==> config.mk <==
export PLATFORM = sky130hd
export DESIGN_NAME = random_delay_display
export DESIGN_NICKNAME = d
export VERILOG_FILES = /design/src/rtl/random_delay_display_pkg.sv /design/src/rtl/random_delay_display_seg7.sv /design/src/rtl/random_delay_display.sv
export SDC_FILE = /design/constraint.sdc
export NUM_CORES = 1
export LEC_CHECK = 0
export ABC_AREA = 1
export BUFFER_PORTS_ARGS = -buffer_cell sky130_fd_sc_hd__clkbuf_2
export CORE_MARGIN = 3
export CORE_UTILIZATION = 30
export DETAILED_ROUTE_END_ITERATION = 10
export HOLD_SLACK_MARGIN = 0.05
export PLACE_DENSITY_LB_ADDON = 0.2
export SYNTH_ARGS = -nofsm -noshare
export SYNTH_HDL_FRONTEND = slang
export SYNTH_HIERARCHICAL = 1
export SYNTH_SLANG_ARGS = --single-unit
==> constraint.sdc <==
create_clock -name clk -period 1.65 [get_ports clk]
set_clock_uncertainty 0.1 [all_clocks]
set_input_delay 0.165 -clock clk [delete_from_list [all_inputs] [get_ports clk]]
set_output_delay 0.165 -clock clk [all_outputs]
set_load 0.05 [all_outputs]
==> src/rtl/random_delay_display_pkg.sv <==
// Shared definitions for the random reaction-delay display block.
// Holds the controller state encoding and the active-low 7-segment patterns,
// ordered {g,f,e,d,c,b,a}.
package random_delay_display_pkg;

    typedef enum logic [1:0] {
        ST_IDLE = 2'd0,
        ST_CONV = 2'd1,
        ST_SHOW = 2'd2,
        ST_DONE = 2'd3
    } rdd_state_t;

    localparam logic [6:0] SEG_BLANK = 7'h7F;
    localparam logic [6:0] SEG_0     = 7'b1000000;
    localparam logic [6:0] SEG_1     = 7'b1111001;
    localparam logic [6:0] SEG_2     = 7'b0100100;
    localparam logic [6:0] SEG_3     = 7'b0110000;
    localparam logic [6:0] SEG_4     = 7'b0011001;
    localparam logic [6:0] SEG_5     = 7'b0010010;
    localparam logic [6:0] SEG_6     = 7'b0000010;
    localparam logic [6:0] SEG_7     = 7'b1111000;
    localparam logic [6:0] SEG_8     = 7'b0000000;
    localparam logic [6:0] SEG_9     = 7'b0010000;

endpackage

==> src/rtl/random_delay_display_seg7.sv <==
// One BCD digit to active-low 7-segment pattern.
// Ports: i_bcd   - 4-bit BCD code (10..15 decode to blank)
//        i_blank - force the digit dark (leading-zero suppression)
//        o_seg_c - combinational {g,f,e,d,c,b,a}, active-low
module random_delay_display_seg7
    import random_delay_display_pkg::*;
(
    input  logic [3:0] i_bcd,
    input  logic       i_blank,
    output logic [6:0] o_seg_c
);

    always_comb begin
        o_seg_c = SEG_BLANK;
        if (!i_blank) begin
            case (i_bcd)
                4'd0:    o_seg_c = SEG_0;
                4'd1:    o_seg_c = SEG_1;
                4'd2:    o_seg_c = SEG_2;
                4'd3:    o_seg_c = SEG_3;
                4'd4:    o_seg_c = SEG_4;
                4'd5:    o_seg_c = SEG_5;
                4'd6:    o_seg_c = SEG_6;
                4'd7:    o_seg_c = SEG_7;
                4'd8:    o_seg_c = SEG_8;
                4'd9:    o_seg_c = SEG_9;
                default: o_seg_c = SEG_BLANK;
            endcase
        end
    end

endmodule

==> src/rtl/random_delay_display.sv <==
// Random reaction-test delay generator with 7-segment readout.
// A free-running Galois LFSR supplies a random offset on start; the value is
// converted to BCD by a sequential double-dabble and shown on active-low digits,
// optionally counting down on tick until it expires at zero.
// Ports: clk, rst (async, active-high)
//        start     - capture random value and begin conversion
//        tick      - count-down strobe
//        seed_load - load LFSR from seed (zero seed maps to 1)
//        seed      - LFSR seed
//        busy      - conversion in progress
//        expired   - sticky, count reached zero
//        value     - current binary delay value
//        seg_out   - {digit N-1 .. digit 0}, each {g,f,e,d,c,b,a}, active-low
module random_delay_display
    import random_delay_display_pkg::*;
#(
    parameter int unsigned       LFSR_W     = 8,
    parameter logic [LFSR_W-1:0] LFSR_TAPS  = 8'hB8,
    parameter logic [LFSR_W-1:0] LFSR_SEED  = 8'h5A,
    parameter int unsigned       RAND_BITS  = 4,
    parameter int unsigned       MIN_VAL    = 20,
    parameter int unsigned       VAL_W      = 6,
    parameter int unsigned       NUM_DIGITS = 2,
    parameter bit                COUNT_DOWN = 1'b1,
    parameter bit                BLANK_LZ   = 1'b1
) (
    input  logic                    clk,
    input  logic                    rst,
    input  logic                    start,
    input  logic                    tick,
    input  logic                    seed_load,
    input  logic [LFSR_W-1:0]       seed,
    output logic                    busy,
    output logic                    expired,
    output logic [VAL_W-1:0]        value,
    output logic [7*NUM_DIGITS-1:0] seg_out
);

    localparam int unsigned BCD_W   = 4 * NUM_DIGITS;
    localparam int unsigned CNT_W   = $clog2(VAL_W + 1);
    localparam int unsigned MAX_VAL = MIN_VAL + (32'd1 << RAND_BITS) - 32'd1;
    localparam int unsigned BIN_LIM = 32'd1 << VAL_W;
    localparam int unsigned DEC_LIM = 10 ** NUM_DIGITS;

    // Largest loadable value must fit both the binary register and the digits.
    if (MAX_VAL >= BIN_LIM || MAX_VAL >= DEC_LIM || RAND_BITS > LFSR_W || RAND_BITS == 0)
    begin : g_bad_params
        $error("random_delay_display: parameter set cannot hold MIN_VAL + max offset");
    end

    rdd_state_t              r_state;
    rdd_state_t              w_state_next;
    logic [LFSR_W-1:0]       r_lfsr;
    logic [VAL_W-1:0]        r_value;
    logic [VAL_W-1:0]        r_bin;
    logic [BCD_W-1:0]        r_bcd;
    logic [CNT_W-1:0]        r_cnt;
    logic                    r_busy;
    logic                    r_expired;
    logic                    r_pending;
    logic [7*NUM_DIGITS-1:0] r_seg;

    logic                    w_load;
    logic                    w_dec;
    logic                    w_shift;
    logic                    w_last;
    logic                    w_tick_en;
    logic [LFSR_W-1:0]       w_lfsr_next;
    logic [VAL_W-1:0]        w_rand_val;
    logic [VAL_W-1:0]        w_value_next;
    logic [BCD_W-1:0]        w_bcd_adj;
    logic [NUM_DIGITS-1:0]   w_blank;
    logic                    w_zero_hi;
    logic [7*NUM_DIGITS-1:0] w_seg_dec;

    assign w_tick_en    = tick & COUNT_DOWN;
    assign w_lfsr_next  = seed_load ? ((seed == '0) ? LFSR_W'(1) : seed)
                                    : ({1'b0, r_lfsr[LFSR_W-1:1]} ^ (r_lfsr[0] ? LFSR_TAPS : '0));
    assign w_rand_val   = VAL_W'(MIN_VAL) + VAL_W'(r_lfsr[RAND_BITS-1:0]);
    assign w_value_next = w_load ? w_rand_val : (r_value - VAL_W'(1));

    // State register
    always_ff @(posedge clk or posedge rst) begin
        if (rst) begin
            r_state <= ST_IDLE;
        end else begin
            r_state <= w_state_next;
        end
    end

    // Next-state logic
    always_comb begin
        w_state_next = r_state;
        case (r_state)
            ST_IDLE, ST_DONE: if (start) w_state_next = ST_CONV;
            ST_SHOW:          if (start || w_tick_en) w_state_next = ST_CONV;
            ST_CONV: begin
                if (w_last) begin
                    if (w_dec)                w_state_next = ST_CONV;
                    else if (r_value == '0)   w_state_next = ST_DONE;
                    else                      w_state_next = ST_SHOW;
                end
            end
            default:          w_state_next = ST_IDLE;
        endcase
    end

    // Control decode; a tick on the final conversion cycle counts as pending
    always_comb begin
        w_load  = 1'b0;
        w_dec   = 1'b0;
        w_shift = 1'b0;
        w_last  = 1'b0;
        case (r_state)
            ST_IDLE, ST_DONE: w_load = start;
            ST_SHOW: begin
                w_load = start;
                w_dec  = !start && w_tick_en;
            end
            ST_CONV: begin
                if (r_cnt == CNT_W'(VAL_W)) begin
                    w_last = 1'b1;
                    w_dec  = (r_pending || w_tick_en) && (r_value != '0);
                end else begin
                    w_shift = 1'b1;
                end
            end
            default: ;
        endcase
    end

    // Double-dabble add-3 correction per BCD digit
    always_comb begin
        w_bcd_adj = r_bcd;
        for (int k = 0; k < NUM_DIGITS; k++) begin
            if (r_bcd[4*k +: 4] >= 4'd5) begin
                w_bcd_adj[4*k +: 4] = r_bcd[4*k +: 4] + 4'd3;
            end
        end
    end

    // Leading-zero blanking; the ones digit is never blanked
    always_comb begin
        w_blank   = '0;
        w_zero_hi = 1'b1;
        for (int k = NUM_DIGITS - 1; k > 0; k--) begin
            w_zero_hi  = w_zero_hi && (r_bcd[4*k +: 4] == 4'd0);
            w_blank[k] = BLANK_LZ && w_zero_hi;
        end
    end

    for (genvar g = 0; g < NUM_DIGITS; g++) begin : g_digit
        random_delay_display_seg7 u_seg7 (
            .i_bcd   (r_bcd[4*g +: 4]),
            .i_blank (w_blank[g]),
            .o_seg_c (w_seg_dec[7*g +: 7])
        );
    end

    // Datapath: LFSR, value, shifter, flags and display registers
    always_ff @(posedge clk or posedge rst) begin
        if (rst) begin
            r_lfsr    <= LFSR_SEED;
            r_value   <= '0;
            r_bin     <= '0;
            r_bcd     <= '0;
            r_cnt     <= '0;
            r_busy    <= 1'b0;
            r_expired <= 1'b0;
            r_pending <= 1'b0;
            r_seg     <= '1;
        end else begin
            r_lfsr <= w_lfsr_next;

            if (w_load || w_dec) begin
                r_value <= w_value_next;
                r_bin   <= w_value_next;
                r_bcd   <= '0;
                r_cnt   <= '0;
                r_busy  <= 1'b1;
            end else if (w_shift) begin
                r_bcd <= BCD_W'({w_bcd_adj, r_bin[VAL_W-1]});
                r_bin <= {r_bin[VAL_W-2:0], 1'b0};
                r_cnt <= r_cnt + CNT_W'(1);
            end

            if (w_last) begin
                r_seg <= w_seg_dec;
                if (!w_dec) r_busy <= 1'b0;
            end

            if (w_load) begin
                r_expired <= 1'b0;
            end else if (w_last && !w_dec && r_value == '0) begin
                r_expired <= 1'b1;
            end

            if (w_load || w_last) begin
                r_pending <= 1'b0;
            end else if (r_state == ST_CONV && w_tick_en) begin
                r_pending <= 1'b1;
            end
        end
    end

    assign busy    = r_busy;
    assign expired = r_expired;
    assign value   = r_value;
    assign seg_out = r_seg;

endmodule
==> flow_summary.toml <==
[power]
intPower_w = 0.00382
power_density_mw_per_mm2 = 1830
peakVddDrop_mv = 0.815
p_total_w = 0.00700
clkPwrFrac_pct = 15.0
pwr-share-seq_pct = 29.6
power_switching_w = 0.00317
switching_share_pct = 45.3
comb_power_share_pct = 55.3
power.leakage_nw = 1.86

[worst_setup_path]
worstPathCellList = "buf_6 -> ha_4 -> nand3_4 -> nor2_2 -> nand2_1 -> nand2_2 -> nand2_4 -> nand2_8 -> buf_4 -> o21ai_2 -> inv_1"
start_kind = "flop"
setup.worst_path.class = "reg2reg"
worst_ep_arrival_time_ps = 1750
cp-end-kind = "flop"
crit_path_max_incr_delay_ps = 400
crit_family = "simple AND/OR/NAND/NOR gates"
required_ps = 1750
cp_max_fo = 14
r2r_slack_ps = -3
r2r-end = "busy"
reg2regPathDepth = 11
slowest_stage = "dfrtp_1"
r2r_start = "r_state[0]"
path_buf_inv = 3

[timing]
period_needed_ps = 1650
clock.fmax_mhz = 605
setup_viol = 1
hold_viol_final = 0
tightestPinTransition_ps = 574
relSlewSlack_pct = 61.7
rsz0062_at_grt = "true"
worst_slack_ps = -2.96
finalCritPeriodShare_pct = 100
drv_slew = 0

[detailed_routing]
routed_wirelength_um = 6310
antenna_left = 0
drc = 0
wl_met1_um = 3020
routed-wl-met2_um = 3050
drt_iter0_markers = 59
wl_per_cell_um = 11.0
first_pass_iters = 4
maxUsedRoutingLayer = "met4"
vias_per_cell = 4.46
wl_met3_um = 211
vias = 2552

[run]
cap_violations = 0

[min_path]
hold_end = "r_lfsr[3]"
whs_path_depth = 2
hp-start = "seed_load"
hold_class = "in2reg"

[cells_and_area]
final_cell_mix = "108 x nand2_1, 35 x inv_1, 34 x clkbuf_2, 28 x dfrtp_1, 26 x nand3_1"
final_core_util_pct = 40.7
syn_to_final_growth_pct = 29.0
insertedDiodeCount = 0
fillCellCount = 966
final_common_cell = "nand2_1"
final_nets = 475
drive_gt1_share_pct = 33.0

[logic_synthesis]
ys_top_cells_by_area = "dfrtp_1 27%, dfstp_2 16%, nand2_1 14%, ha_1 8.4%, inv_1 5.1%"
ys_ff_latch = 50
synth_warnings = 6
syn-instance-count = 371
synth_largest_area_cell = "dfrtp_1"
ys_types = 34
syn_area_sq_mm = 0.00297
synth_top_area_share_pct = 27.0
ys_seq_area_share_pct = 42.9
synth.avg_cell_area_sq_um = 8.00

[grt]
grt_max_degree = 27
antenna_found_initial = 0
first_global_vias = 2466
grt_pass1_wl_um = 10900
grtUsageTotal_pct = 11.7
grt_overflow = 0

[floorplan]
core_area_sq_mm = 0.00942
die_w_um = 105
die_area_sq_mm = 0.0111
die_h_um = 105
io_pins = 35
initial_core_util_pct = 31.5
rows = 35

[cts]
clock-sinks = 50
path_clk_slew_ps = 90
cts-root-buf = "clkbuf_8"
cts_made_buffers = 5
clk_path_buf_depth = 2
tritoncts = "built"
htree_levels = 2
insertion_delay_ps = 300

[place]
gp_congestion = 0.774
port_buffers = 34
hpwl_um = 4830

[run_status]
violations = "negative setup slack"
status = "finished with violations"
[state kept, by name (all words and copies together) (netlist names)]
register and cells:
expired 1, seg_out 14, r_state 2, r_cnt 3, r_pending 1, busy 1, value 6, r_bcd 8
r_lfsr 8, r_bin 6
[cell families after synthesis]
family	after synthesis	synth area share [%]
xor+xnor	7	2.06
flops	50	42.9
simple gates	194	29.6
compound gates	39	7.42
mux	4	1.52
buf+inv	56	7.96
other cells	1	0.126
fa+ha+maj	20	8.43
[timing repair]
item | 4_1_cts | 5_1_grt
endpoints found under the setup margin | 41 | 41
gates resized for setup | 8 | 21
endpoints found under the hold margin | 14 | 0
setup buffers | 1 | 2
pin swaps | 1 | 1
gates cloned | 0 | 0
hold buffers | 9 | 0
[layer usage]
metal / GRT usage, % / vias to the layer above
met4: 2.25 / 0
met3: 2.33 / 5
met1: 15.6 / 1181
met5: 0 / -
met2: 19.8 / 37
li1: - / 1329
[area by class of cell]
type                    instances  area, sq um  share of cell area (%)
flip-flops and latches         50         1280                    33.4
clock buffers                   6         82.6                    2.16
inverters                      46          176                    4.60
multi-input cells             266         1550                    40.5
repair buffers                 73          522                    13.6
clock inverters                 2         60.1                    1.57
well taps                     129          161                    4.21
[stage by stage]
step	hold slack (ps)	TNS [ps]	setup WS [ps]	area [sq um]	std cells
after floorplan	171	0	5.04	2990	372
after global placement	152	-704	-52.7	3490	552
after detailed placement	148	-1610	-89.9	3490	552
after CTS	86.3	-0.705	-0.705	3750	570
after global routing	102	-1590	-130	3830	572
final	96.1	-2.96	-2.96	3830	572
[power by group through the flow]
stage | Combinational [W] | Sequential, W | Clock (W)
finish | 0.00387 | 0.00207 | 0.00105
global route | 0.00433 | 0.00214 | 0.00114
CTS | 0.00375 | 0.00207 | 0.00110
detailed placement | 0.00363 | 0.00209 | 0
global placement | 0.00362 | 0.00209 | 0
floorplan | 0.00189 | 0.00281 | 0
[cells in the mapped netlist, drive strengths merged]
master and count:
xnor2 3, nand3 29, a21oi 16, dfrtp 32
nand2 119, buf 8, o21a 1, nor4 1
conb 1, nand4 9, or2 2, o211ai 3
mux2 4, clkbuf 2, dfstp 18, clkinv 1
o21ai 18, inv 45, nor2 29, ha 20
a31oi 1, nor3 5, xor2 4
[worst max-delay path by stage]
| stage | from | end | slack, ps | depth (start not counted) |
|---|---|---|---|---|
| floorplan | value[1] | busy | 5 | 10 |
| global route | r_cnt[0] | r_bin[4] | -130 | 12 |
| finish | r_state[0] | busy | -3 | 11 |
| CTS | r_state[0] | busy | -0.7 | 11 |
| detailed placement | r_state[1] | value[3] | -90 | 10 |
| global placement | r_state[1] | r_bin[0] | -50 | 11 |
Power figures use the tool's default switching activity.
